[config.mk]
export PLATFORM = sky130hd
export DESIGN_NAME = int_fp_div_flat
export DESIGN_NICKNAME = d
export VERILOG_FILES = /design/src/rtl/int_fp_div_if.sv /design/src/rtl/int_fp_div.sv /design/src/flat_wrapper.sv
export SDC_FILE = /design/constraint.sdc
export NUM_CORES = 1
export LEC_CHECK = 0
export ABC_AREA = 1
export CORE_ASPECT_RATIO = 0.7
export CORE_MARGIN = 3
export CORE_UTILIZATION = 54
export DETAILED_ROUTE_END_ITERATION = 10
export GPL_ROUTABILITY_DRIVEN = 0
export PLACE_DENSITY_LB_ADDON = 0.12
export REMOVE_ABC_BUFFERS = 1
export SYNTH_ARGS = -nofsm -noshare
export SYNTH_HDL_FRONTEND = slang
export SYNTH_SLANG_ARGS = --single-unit
[constraint.sdc]
create_clock -name clk -period 2.7 [get_ports clk]
set_clock_uncertainty 0.1 [all_clocks]
set_input_delay 0.405 -clock clk [delete_from_list [all_inputs] [get_ports clk]]
set_output_delay 0.405 -clock clk [all_outputs]
set_load 0.05 [all_outputs]
[src/rtl/int_fp_div_if.sv]
// Handshake and operand bundle for int_fp_div.
//   start  request, sampled only while busy is low
//   mode   1 = fp16 divide, 0 = signed integer divide
//   a      dividend (fp16 or signed 16-bit integer)
//   b      divisor (fp16, or signed 8-bit integer in b[7:0])
//   c      result, held from done until the next accepted start
//   error  divide-by-zero / overflow / underflow flag, valid with c
//   busy   operation in progress
//   done   one-cycle pulse marking c/error valid
interface int_fp_div_if;
   logic        start;
   logic        mode;
   logic [15:0] a;
   logic [15:0] b;
   logic [15:0] c;
   logic        error;
   logic        busy;
   logic        done;

   modport master (
      output start, mode, a, b,
      input  c, error, busy, done
   );

   modport slave (
      input  start, mode, a, b,
      output c, error, busy, done
   );
endinterface

[src/rtl/int_fp_div.sv]
// Iterative dual-mode divider: a/b as a signed integer divide (16-bit
// dividend, 8-bit divisor) or as an fp16 divide, using one radix-2
// restoring step per cycle. The latency is fixed per mode: done pulses
// N+2 cycles after start is accepted, where N=16 (int) or N=11 (fp).
// Special cases saturate the result and raise error.
//   clk    clock
//   rst_n  asynchronous active-low reset
//   bus    int_fp_div_if slave: start/mode/a/b in, c/error/busy/done out
module int_fp_div (
   input  logic        clk,
   input  logic        rst_n,
   int_fp_div_if.slave bus
);

   typedef enum logic [1:0] {IDLE, PREP, DIV, POST} state_t;

   state_t             state;
   logic               mode_r;
   logic [15:0]        a_r;
   logic [15:0]        b_r;
   logic [16:0]        rem;
   logic [15:0]        quo;
   logic [10:0]        dvs;
   logic [3:0]         cnt;
   logic               sign;
   logic signed [6:0]  exp_r;
   logic [15:0]        c_r;
   logic               err_r;
   logic               busy_r;
   logic               done_r;

   // Operand preparation, from the latched operands.
   logic [15:0]        a_mag;
   logic [7:0]         b_mag;
   logic [10:0]        ma;
   logic [10:0]        mb;
   logic signed [6:0]  exp_raw;

   // Sign-magnitude of 0x8000 is 0x8000 read as unsigned, so 16 bits suffice.
   assign a_mag   = a_r[15] ? (~a_r + 16'd1) : a_r;
   assign b_mag   = b_r[7] ? (~b_r[7:0] + 8'd1) : b_r[7:0];
   assign ma      = {1'b1, a_r[9:0]};
   assign mb      = {1'b1, b_r[9:0]};
   assign exp_raw = $signed({2'b00, a_r[14:10]}) - $signed({2'b00, b_r[14:10]}) + 7'sd15;

   // One restoring step. Int mode shifts the next dividend bit into the
   // partial remainder before the trial subtract; fp mode starts with the
   // whole mantissa in rem and doubles the remainder after the subtract.
   logic [16:0] trial;
   logic [16:0] rem_next;
   logic [15:0] quo_next;
   logic        fits;

   // NOTE: every combinational output gets a value on every path, so no latch is inferred.
   always_comb begin
      trial    = mode_r ? rem : {rem[15:0], quo[15]};
      fits     = trial >= {6'd0, dvs};
      rem_next = fits ? (trial - {6'd0, dvs}) : trial;
      if (mode_r)
         rem_next = {rem_next[15:0], 1'b0};
      quo_next = {quo[14:0], fits};
   end

   // Final result selection, evaluated in POST.
   logic        a_zero;
   logic        b_zero;
   logic [15:0] res_c;
   logic        res_err;

   // fp zero ignores the sign bit, so -0 is zero too.
   assign a_zero = (a_r[14:0] == 15'd0);
   assign b_zero = (b_r[14:0] == 15'd0);

   always_comb begin
      res_c   = 16'h0000;
      res_err = 1'b0;
      if (mode_r) begin
         if (a_zero && b_zero) begin
            res_c   = 16'h7E00;
            res_err = 1'b1;
         end else if (b_zero) begin
            res_c   = {sign, 5'h1F, 10'h000};
            res_err = 1'b1;
         end else if (a_zero) begin
            res_c   = 16'h0000;
            res_err = 1'b0;
         end else if (exp_r >= 7'sd31) begin
            res_c   = {sign, 5'h1F, 10'h000};
            res_err = 1'b1;
         end else if (exp_r <= 7'sd0) begin
            res_c   = {sign, 15'h0000};
            res_err = 1'b1;
         end else begin
            // quo[10] is the implicit leading one of q in [1,2).
            res_c   = {sign, exp_r[4:0], quo[9:0]};
            res_err = 1'b0;
         end
      end else begin
         if (b_r[7:0] == 8'h00) begin
            res_c   = a_r[15] ? 16'h8000 : 16'h7FFF;
            res_err = 1'b1;
         end else if (a_r == 16'h8000 && b_r[7:0] == 8'hFF) begin
            res_c   = 16'h7FFF;
            res_err = 1'b1;
         end else begin
            res_c   = sign ? (~quo + 16'd1) : quo;
            res_err = 1'b0;
         end
      end
   end

   // NOTE: sequential state uses non-blocking assignments so every register samples pre-edge values.
   always_ff @(posedge clk or negedge rst_n) begin
      if (!rst_n) begin
         state  <= IDLE;
         mode_r <= 1'b0;
         a_r    <= '0;
         b_r    <= '0;
         rem    <= '0;
         quo    <= '0;
         dvs    <= '0;
         cnt    <= '0;
         sign   <= 1'b0;
         exp_r  <= '0;
         c_r    <= '0;
         err_r  <= 1'b0;
         busy_r <= 1'b0;
         done_r <= 1'b0;
      end else begin
         done_r <= 1'b0;
         case (state)
            IDLE: begin
               if (bus.start) begin
                  mode_r <= bus.mode;
                  a_r    <= bus.a;
                  b_r    <= bus.b;
                  busy_r <= 1'b1;
                  state  <= PREP;
               end
            end
            PREP: begin
               if (mode_r) begin
                  sign <= a_r[15] ^ b_r[15];
                  dvs  <= mb;
                  quo  <= '0;
                  // Pre-normalise so the quotient lands in [1,2).
                  if (ma < mb) begin
                     rem   <= {5'd0, ma, 1'b0};
                     exp_r <= exp_raw - 7'sd1;
                  end else begin
                     rem   <= {6'd0, ma};
                     exp_r <= exp_raw;
                  end
                  cnt <= 4'd10;
               end else begin
                  sign  <= a_r[15] ^ b_r[7];
                  dvs   <= {3'd0, b_mag};
                  rem   <= '0;
                  quo   <= a_mag;
                  exp_r <= '0;
                  cnt   <= 4'd15;
               end
               state <= DIV;
            end
            DIV: begin
               rem <= rem_next;
               quo <= quo_next;
               if (cnt == 4'd0)
                  state <= POST;
               else
                  cnt <= cnt - 4'd1;
            end
            POST: begin
               c_r    <= res_c;
               err_r  <= res_err;
               done_r <= 1'b1;
               busy_r <= 1'b0;
               state  <= IDLE;
            end
            default: state <= IDLE;
         endcase
      end
   end

   assign bus.c     = c_r;
   assign bus.error = err_r;
   assign bus.busy  = busy_r;
   assign bus.done  = done_r;

endmodule

[src/flat_wrapper.sv]
// flat-port wrapper written by rule: the top's interface ports become plain ports
module int_fp_div_flat 
  (clk, rst_n, bus_start, bus_mode, bus_a, bus_b, bus_c, bus_error, bus_busy, bus_done);
  int_fp_div_if bus_i ();
  input  logic clk;
  input  logic rst_n;
  input wire logic [$bits(bus_i.start)-1:0] bus_start;
  input wire logic [$bits(bus_i.mode)-1:0] bus_mode;
  input wire logic [$bits(bus_i.a)-1:0] bus_a;
  input wire logic [$bits(bus_i.b)-1:0] bus_b;
  output wire logic [$bits(bus_i.c)-1:0] bus_c;
  output wire logic [$bits(bus_i.error)-1:0] bus_error;
  output wire logic [$bits(bus_i.busy)-1:0] bus_busy;
  output wire logic [$bits(bus_i.done)-1:0] bus_done;
  assign bus_i.start = bus_start;
  assign bus_i.mode = bus_mode;
  assign bus_i.a = bus_a;
  assign bus_i.b = bus_b;
  assign bus_c = bus_i.c;
  assign bus_error = bus_i.error;
  assign bus_busy = bus_i.busy;
  assign bus_done = bus_i.done;
  int_fp_div u_core (.clk(clk), .rst_n(rst_n), .bus(bus_i));
endmodule
==> results.md <==
- The run finished with clean final reports.
- For this run, design rule violations remaining after detail routing come to 0.
- For this configuration, the core starts out at a cell density of a little under three fifths.
- 55 I/O pins were placed.
- The clock latency reported for the late side of the worst-skew pair is approximately 350 ps.
- STA classifies the critical path endpoint as a flip-flop.
- For this run, the number of Yosys warnings is 0.
- After synthesis, flip-flops and latches occupy between 30% and 40% of the total area.
- The tightest slew margin relative to the limit is around a quarter.
- In this run, synthesis inferred 0 flip-flops with an integrated enable.
- For this run, the top clock speed supported by timing is 379 MHz.
- Summing every instance area after synthesis gives around 7700 sq um.
- The total area inside the core boundary comes to ~14000 sq um.
- The number of port buffers is 54.
- The data required time at the worst endpoint is around 2900 ps.
- The die is between 100 and 150 um tall.
- The final layout net count is about 1.3k.
- CTS built an H-tree with a depth of 3.
- For this run, the slowest stage of the critical path takes ~460 ps.
- The routed design has around 22000 um of wire.
- The worst hold path belongs to the class flip-flop to flip-flop.
- The critical path launch point type is a flip-flop.
- The tightest hold path in the finished design has a slack of just under 400 ps.
- The number of storage elements in the synthesis netlist is 110.
- The number of global-route vias before repair is around 7k.
- The number of maximum-capacitance constraint violations is 0.
- The family with the most delay on the worst path is simple AND/OR/NAND/NOR gates.
- After layout, the worst path uses between 90% and 100% of the clock period.
- The worst setup path is of the flip-flop to flip-flop kind.
- The remaining global-route overflow is 0.
- The area growth from synthesis to layout is 23.9%.
- The site row count is 35.
- Setup repair after global routing could not meet its margin everywhere.
- For this run, the leading register cell type out of synthesis is sky130_fd_sc_hd__dfrtp_1.
- The HPWL after detailed placement is approximately 16000 um.
- The clock slew at the register clock pins of the worst setup and hold paths is about 70 ps.
- The minimum clock period is approximately 2600 ps.
- The overall fraction of global-route tracks in use is 27.2%.
- The total vias in the final route is about 7.8k.
- The clock sink total is 110.
- Entering global routing, the biggest net connects between 40 and 50 pins.
- A synthesized cell averages roughly 7 sq um.
- The floorplan step set the die width to approximately 150 um.
- The tree is rooted in a sky130_fd_sc_hd__clkbuf_16.
- For the worst setup path, the data arrival time is about 2800 ps.
- The signal on the critical path passes through inv_4 -> buf_12 -> nand2_1 -> o21ai_2 -> ha_1 -> a21o_1 -> or2_1 -> nor2_4 -> buf_8 -> nand3_2 -> nand3_1 -> nand3_2 -> a21oi_2.
- The TritonCTS clock tree is built.
- The first global-routing pass estimated roughly 35000 um of wire.
- After detailed routing, the average wire length per cell comes to approximately 16 um.
- Before antenna repair, the detailed router went through 6 iterations.
- The final-report hold violation count is 0.
- Along the worst path, the maximum fanout reaches 15.
- The count of buffer and inverter cells on the critical path is 3.
- The worst path meets setup with 60.3 ps of slack.
- The library cell contributing the largest single delay on the critical path is sky130_fd_sc_hd__dfrtp_2.
- No sink is reached through more buffers than the 2 on the longest clock path.
- The initial antenna violation count is 0.
- After technology mapping, the gate count stands at roughly 1.1k.
- In the final layout, the share of cells above drive strength 1 is ~15%.
- In this run, CTS created clock tree buffers numbering 9.
- The number of max-slew violations in the final report is 0.
- The count of fill cells added during filler insertion is about 1.1k.
- The initial detailed-routing violation count is approximately 760.
- The number of antenna repair diodes is 0.
- The count of nets left with antenna violations once routing finished came out at 0.
- Synthesis instantiated 43 different standard cells from the library.
- For the pin with the worst max-slew slack, the measured transition is approximately 1100 ps.
- Using the TritonRoute via totals, the vias-per-cell ratio works out to around 5.6.
- In the synthesized netlist the async set-or-reset flop fraction comes to 100%.
- The number of setup violations in the final report is 0.
- At the placement stage, the worst setup path has a slack of -14.2 ps.
- The die covers between 15000 and 20000 sq um.
- By instance count, the cell type seen most on the critical path is sky130_fd_sc_hd__nand3_2.
through the flow:
stage | setup TNS [ps] | utilization (%) | instance area, sq um | std cells
6_report | 0 | 70.7 | 9600 | 1382
5_1_grt | -1180 | 70.7 | 9600 | 1382
4_1_cts | 0 | 67.3 | 9140 | 1369
3_5_place_dp | -16.7 | 64.8 | 8800 | 1351
3_3_place_gp | 0 | 64.8 | 8800 | 1351
2_1_floorplan | -16500 | - | 7570 | 1058
what timing repair did:
action                                  in CTS  in global routing
hold endpoints to repair                    38                  0
cloned                                       0                  2
gates resized for setup                      0                 92
hold buffers                                 1                  0
pin swaps                                    0                 26
setup buffers                                1                 11
endpoints found under the setup margin       3                 32
cells by family after synthesis:
logic type / count (synthesis) / share of synthesized area (%)
compound gates: 211 / 15.8
buf+inv: 173 / 8.72
flops: 110 / 35.5
simple gates: 531 / 29.8
fa+ha+maj: 38 / 6.33
xor+xnor: 34 / 3.84
state kept, by name, summed over array words and instances, names as in the netlist:
name,cells
u_core.a_r,16
u_core.b_r,16
u_core.bus.busy,1
u_core.bus.c,16
u_core.bus.done,1
u_core.bus.error,1
u_core.cnt,4
u_core.dvs,11
u_core.exp_r,7
u_core.mode_r,1
u_core.quo,16
u_core.rem,17
u_core.sign,1
u_core.state,2
worst min-delay path, cell delays in order (launching register included):
cell,delay [ps]
sky130_fd_sc_hd__dfrtp_1,350
sky130_fd_sc_hd__nand2_1,50
sky130_fd_sc_hd__nand2_1,50
worst paths after layout:
| kind | startpoint | endpoint | slack, ps | depth (start not counted) |
|---|---|---|---|---|
| worst min-delay path | u_core.rem[13] | u_core.rem[13] | 390 | 2 |
| worst max register to register | u_core.mode_r | u_core.rem[4] | 60 | 13 |
| max in group asynchronous | rst_n | u_core.a_r[14] | 1320 | 3 |
| worst min register to register | u_core.rem[13] | u_core.rem[13] | 390 | 2 |
| min in group asynchronous | rst_n | u_core.bus.c[6] | 470 | 2 |
| worst max-delay path | u_core.mode_r | u_core.rem[4] | 60 | 13 |
placed cells by master, fill, tap and decap left out, drive strengths merged, types with 4 or more instances in the layout:
master,synthesis,final
xnor2,8,8
nor3,14,14
clkbuf,25,11
inv,132,133
buf,14,68
or2,5,5
o21ai,101,101
ha,36,36
nand3,108,108
clkdlybuf4s50,0,53
a21oi,62,62
a31oi,5,5
nor2,86,86
nand2,298,299
dfrtp,110,110
xor2,26,26
o221ai,15,15
o211ai,15,15
clkinv,2,4
nand4,16,16
layer usage:
layer | vias to the layer above | track usage (%) | share of wire [%]
met5 | - | 0 | 0
met4 | 0 | 4.90 | 1.2
met3 | 24 | 6.43 | 8.9
met2 | 318 | 39.1 | 42
met1 | 3614 | 41.9 | 48
li1 | 3809 | - | -
synthesized netlist by cell type, types with 3 or more instances:
| cell type | count | area, sq um |
|---|---|---|
| sky130_fd_sc_hd__nand2_1 | 289 | 1080 |
| sky130_fd_sc_hd__inv_1 | 129 | 484 |
| sky130_fd_sc_hd__dfrtp_1 | 110 | 2750 |
| sky130_fd_sc_hd__nand3_1 | 103 | 515 |
| sky130_fd_sc_hd__o21ai_0 | 93 | 465 |
| sky130_fd_sc_hd__nor2_1 | 84 | 315 |
| sky130_fd_sc_hd__a21oi_1 | 55 | 275 |
| sky130_fd_sc_hd__ha_1 | 36 | 450 |
| sky130_fd_sc_hd__xor2_1 | 26 | 228 |
| sky130_fd_sc_hd__clkbuf_1 | 25 | 93.8 |
| sky130_fd_sc_hd__nand4_1 | 16 | 100 |
| sky130_fd_sc_hd__o211ai_1 | 15 | 113 |
| sky130_fd_sc_hd__o221ai_1 | 15 | 131 |
| sky130_fd_sc_hd__nor3_1 | 12 | 60.1 |
| sky130_fd_sc_hd__buf_1 | 8 | 30.0 |
| sky130_fd_sc_hd__xnor2_1 | 8 | 70.1 |
| sky130_fd_sc_hd__a21oi_2 | 7 | 61.3 |
| sky130_fd_sc_hd__o21ai_1 | 6 | 30.0 |
| sky130_fd_sc_hd__a31oi_1 | 5 | 31.3 |
| sky130_fd_sc_hd__nand2_2 | 5 | 31.3 |
| sky130_fd_sc_hd__nand3_2 | 5 | 50.1 |
| sky130_fd_sc_hd__nand2_4 | 4 | 45.0 |
| sky130_fd_sc_hd__or2_2 | 4 | 25.0 |
| sky130_fd_sc_hd__a21o_1 | 3 | 22.5 |
| sky130_fd_sc_hd__buf_2 | 3 | 15.0 |
| sky130_fd_sc_hd__buf_6 | 3 | 33.8 |
| sky130_fd_sc_hd__inv_2 | 3 | 11.3 |
| sky130_fd_sc_hd__o22ai_1 | 3 | 18.8 |
layout make-up:
class | count | area (sq um) | area share (%)
multi-input cells | 815 | 4650 | 48.4
inverters | 134 | 505 | 5.27
well taps | 185 | 231 | 2.41
flip-flops and latches | 110 | 2750 | 28.7
clock inverters | 5 | 66.3 | 0.691
clock buffers | 11 | 253 | 2.63
repair buffers | 122 | 1140 | 11.9
Power is not shown: default switching activity piles up to over one toggle a cycle in this logic, so the estimate is an artifact.
